===== config.mk =====
export PLATFORM = sky130hd
export DESIGN_NAME = ps2_rx_frame
export DESIGN_NICKNAME = d
export VERILOG_FILES = /design/src/rtl/ps2_rx_frame.sv
export SDC_FILE = /design/constraint.sdc
export NUM_CORES = 1
export LEC_CHECK = 0
export BUFFER_PORTS_ARGS = -buffer_cell sky130_fd_sc_hd__buf_2
export CAP_MARGIN = 20
export CORE_ASPECT_RATIO = 0.5
export CORE_UTILIZATION = 57
export CTS_CLUSTER_DIAMETER = 100
export DETAILED_ROUTE_END_ITERATION = 7
export PLACE_DENSITY = 0.76
export SLEW_MARGIN = 20
export SYNTH_ARGS = -nofsm -noshare
export SYNTH_HDL_FRONTEND = slang
export SYNTH_SLANG_ARGS = --single-unit
export TNS_END_PERCENT = 1

===== constraint.sdc =====
create_clock -name clk -period 6 [get_ports clk]
set_clock_uncertainty 0.2 [all_clocks]
set_input_delay 0 -clock clk [delete_from_list [all_inputs] [get_ports clk]]
set_output_delay 0 -clock clk [all_outputs]
set_load 0.03 [all_outputs]

===== src/rtl/ps2_rx_frame.sv =====
// PS/2 device-to-host frame receiver: synchronises and de-glitches the pins,
// deserialises the 11-bit frame, and emits good bytes or an error pulse.
module ps2_rx_frame #(
  parameter int unsigned SYNC_STAGES    = 2,
  parameter int unsigned FILTER_LEN     = 4,
  parameter int unsigned TIMEOUT_CYCLES = 100000
) (
  input  logic       clk,
  input  logic       rst,
  input  logic       ps2_clk,
  input  logic       ps2_data,
  output logic [7:0] rx_byte,
  output logic       rx_valid,
  output logic       rx_err,
  output logic       busy
);

  localparam int unsigned FW = $clog2(FILTER_LEN + 1);
  localparam int unsigned TW = $clog2(TIMEOUT_CYCLES);
  localparam logic [FW-1:0] FiltMax = FW'(FILTER_LEN - 1);
  localparam logic [TW-1:0] TimeMax = TW'(TIMEOUT_CYCLES - 1);

  typedef enum logic [1:0] {StIdle, StData, StParity, StStop} state_e;

  logic [SYNC_STAGES-1:0] clk_sync;
  logic [SYNC_STAGES-1:0] data_sync;
  logic                   clk_s;
  logic                   bit_in;
  logic [FW-1:0]          filt_cnt;
  logic                   filt;
  logic                   filt_del;
  logic                   strobe;
  logic [TW-1:0]          tcnt;
  logic [3:0]             bit_cnt;
  logic [7:0]             shift;
  logic                   parity;
  state_e                 state;

  assign clk_s  = clk_sync[SYNC_STAGES-1];
  assign bit_in = data_sync[SYNC_STAGES-1];

  always_ff @(posedge clk or negedge rst) begin
    if (!rst) begin
      clk_sync  <= '1;
      data_sync <= '1;
    end else begin
      clk_sync  <= {clk_sync[SYNC_STAGES-2:0], ps2_clk};
      data_sync <= {data_sync[SYNC_STAGES-2:0], ps2_data};
    end
  end

  // The filtered clock only follows a level held for FILTER_LEN samples.
  always_ff @(posedge clk or negedge rst) begin
    if (!rst) begin
      filt_cnt <= '0;
      filt     <= 1'b1;
      filt_del <= 1'b1;
      strobe   <= 1'b0;
    end else begin
      filt_del <= filt;
      strobe   <= filt_del & ~filt;
      if (clk_s != filt) begin
        if (filt_cnt == FiltMax) begin
          filt     <= clk_s;
          filt_cnt <= '0;
        end else begin
          filt_cnt <= filt_cnt + 1'b1;
        end
      end else begin
        filt_cnt <= '0;
      end
    end
  end

  always_ff @(posedge clk or negedge rst) begin
    if (!rst) begin
      state    <= StIdle;
      tcnt     <= '0;
      bit_cnt  <= '0;
      shift    <= '0;
      parity   <= 1'b0;
      rx_byte  <= '0;
      rx_valid <= 1'b0;
      rx_err   <= 1'b0;
      busy     <= 1'b0;
    end else begin
      rx_valid <= 1'b0;
      rx_err   <= 1'b0;
      if (strobe) begin
        // A strobe always beats a coincident timeout.
        tcnt <= '0;
        unique case (state)
          StIdle: begin
            if (!bit_in) begin
              state   <= StData;
              bit_cnt <= '0;
              shift   <= '0;
              busy    <= 1'b1;
            end
          end
          StData: begin
            shift   <= {bit_in, shift[7:1]};
            bit_cnt <= bit_cnt + 4'd1;
            if (bit_cnt == 4'd7) begin
              state <= StParity;
            end
          end
          StParity: begin
            parity <= bit_in;
            state  <= StStop;
          end
          StStop: begin
            if ((^{shift, parity}) && bit_in) begin
              rx_byte  <= shift;
              rx_valid <= 1'b1;
            end else begin
              rx_err <= 1'b1;
            end
            state <= StIdle;
            busy  <= 1'b0;
          end
          default: begin
            state <= StIdle;
            busy  <= 1'b0;
          end
        endcase
      end else if (state == StIdle) begin
        tcnt <= '0;
      end else if (tcnt == TimeMax) begin
        tcnt   <= '0;
        rx_err <= 1'b1;
        state  <= StIdle;
        busy   <= 1'b0;
      end else begin
        tcnt <= tcnt + 1'b1;
      end
    end
  end

endmodule


==> out/results.ini <==
[status]
status = complete, no violations

[power]
ir_drop_uv = 227.9
p_leak_uw = 0.001252
p_per_area_nw_per_um2 = 363.4
total_power_uw = 964.5

[detailed_routing]
wire_per_inst_microns = 13.33
drt-vias-per-instance = 5.304
drt_wl_total_microns = 3945
first_pass_iters = 4
drt_iter0_markers = 60
ant_nets = 0
num_vias = 1570
drcViolationCount = 0

[synthesis]
yosysTopAreaCellShare = 0.4860
synth-seq-cells = 53
synth_edf_count = 0
synth-main-ff-cell = dfrtp_1
syn-mean-instance-area_sq_um = 10.80
synth.top_cells.by_area = dfrtp_1, dfstp_2, nand2_1
synth-async-reset-ratio = 1.000
syn-instance-count = 224
syn_area_sq_um = 2420
yosysWarnings = 0
syn_nets = 235
ys_types = 38
synth_top_area_cell = dfrtp_1
ys_seq_area_frac = 0.5512

[clock_network]
clock_latency_ns = 0.30
cts_resized = 0
cts_root_buffer = clkbuf_8
post_cts_buffers = 0
cts_made_buffers = 5
cts-hold-fix-buffers = 3
h-tree-depth = 2
cts_sinks = 53
clkTransAtPathRegs_ns = 0.09
cts.path.max_buffers = 2
cts_tree = done

[critical_path]
worstSetupEndpointType = flip-flop
crit_required_ns = 6.00
critPathLaunch = shift[4]
startpoint_type = flip-flop
path_class = flip-flop to flip-flop
path_max_fanout = 9
rr_worst_depth = 5
critPathArrivalTime_ns = 2.27
r2r_start = shift[4]

[grt]
antenna_found_initial = 0
gr-usage-all-layers = 0.1836
grtUsageMet3 = 0.05714
grt_use_met2 = 0.3072
grt_max_degree = 54
grt_pass1_wl_microns = 5954
met1_usage = 0.2348
top_usage_layer = met2
grt-ovfl-total = 0
grt_pass1_vias = 1340

[timing]
final_hold_viol_count = 0
tightest_slew_ns = 0.6438
drv_slew = 0
rsz0062_at_grt = no
relSlewSlack = 0.5708
period_share = 0.3779
fmax_mhz = 441.0
setup_tns_ns = 0
period_needed_ns = 2.268
finalSetupViolations = 0

[final_layout]
synthToLayoutAreaGrowth_pct = 9.669
drive_gt1_frac = 0.1736
utilization = 0.6661
num_antenna_cells = 0
final_cell_mix = dfrtp_1, nand2_1, nor2_1, buf_2, o21ai_0
final_common_cell = dfrtp_1
nets = 252
final_cells = 296

[placement]
dp.cells = 284
port_buffers = 14
gp_congestion = 0.8775
dp_hpwl_microns = 2666

[floorplan]
initial_core_util = 0.6074
fp.dieW_microns = 94.15
die_height_microns = 48.07
fp.coreArea_sq_um = 3984
placementRows = 16
dieArea_sq_um = 4526
io_pins = 15

[hold_path]
hold_class = primary input to async pin

[run]
maxCapViolCount = 0

kinds of logic after synthesis:
logic type               after synthesis  synth area share
multiplexers                          10           0.04654
AND/OR/NAND/NOR                       93            0.1846
XOR/XNOR                              23           0.09204
adder cells (fa/ha/maj)                7           0.03619
flip-flops                            53            0.5512
AO/OA/AOI/OAI                         25           0.06878
buffers and inverters                 13           0.02068
where the power goes:
group	switching [uW]	internal [uW]
clock network	114	83.3
logic	173	117
registers	59.7	418
total	347	617
worst max-delay path, cell delays in order (launching register included):
cell and delay (ns):
dfrtp_1 0.43, xnor2_1 0.24, xnor3_1 0.47, xnor2_2 0.25, nand4_4 0.22, mux2_2 0.35
final cells by class:
class,instances,area [sq um]
multi-input combinational,158,1036
inverter,4,15.01
fill,301,1330
sequential,53,1334
clock buffer,6,72.57
clock inverter,2,13.76
tap,54,67.56
timing repair buffer,19,115.1
worst paths after layout:
path                                end  slack (ns)
setup / recovery             rx_byte[2]        3.73
max in group asynchronous   filt_cnt[1]        5.04
hold / removal                 tcnt[14]        0.13
setup reg to reg             rx_byte[2]        3.73
min in group clk            clk_sync[0]        0.13
hold reg to reg            data_sync[1]        0.16
metal layers:
| layer | share of wire | vias up | wire [microns] |
|---|---|---|---|
| met5 | 0 | - | 0 |
| met4 | 0.0091 | 0 | 36 |
| met3 | 0.035 | 4 | 139 |
| met2 | 0.45 | 15 | 1788 |
| met1 | 0.50 | 758 | 1980 |
| li1 | - | 793 | - |
flip-flops by register name, summed over array words and instances (netlist names):
signal / cells
bit_cnt: 4
busy: 1
clk_sync: 2
data_sync: 2
filt: 1
filt_cnt: 3
filt_del: 1
parity: 1
rx_byte: 8
rx_err: 1
rx_valid: 1
shift: 8
state: 2
strobe: 1
tcnt: 17
synthesized netlist by cell type (all sizes together) (2+ instances only):
master  number
a21o         2
a22o         2
a32oi        2
and2         2
and3         3
and4         3
buf          2
clkbuf       7
dfrtp       47
dfstp        6
ha           7
inv          4
mux2        10
nand2       36
nand3        5
nand4        5
nor2        23
nor2b        5
nor3         7
o21ai       12
xnor2       12
xor2        10
metrics by stage:
step / hold slack, ns / instance area [sq um] / setup slack, ns
floorplan: -0.4956 / 2420 / 3.995
global placement: -0.09458 / 2530 / 3.701
detailed placement: -0.09383 / 2530 / 3.580
CTS: 0.1257 / 2646 / 3.575
global route: 0.1178 / 2654 / 3.650
finish: 0.1276 / 2654 / 3.732
(Power assumes the default switching activity.)
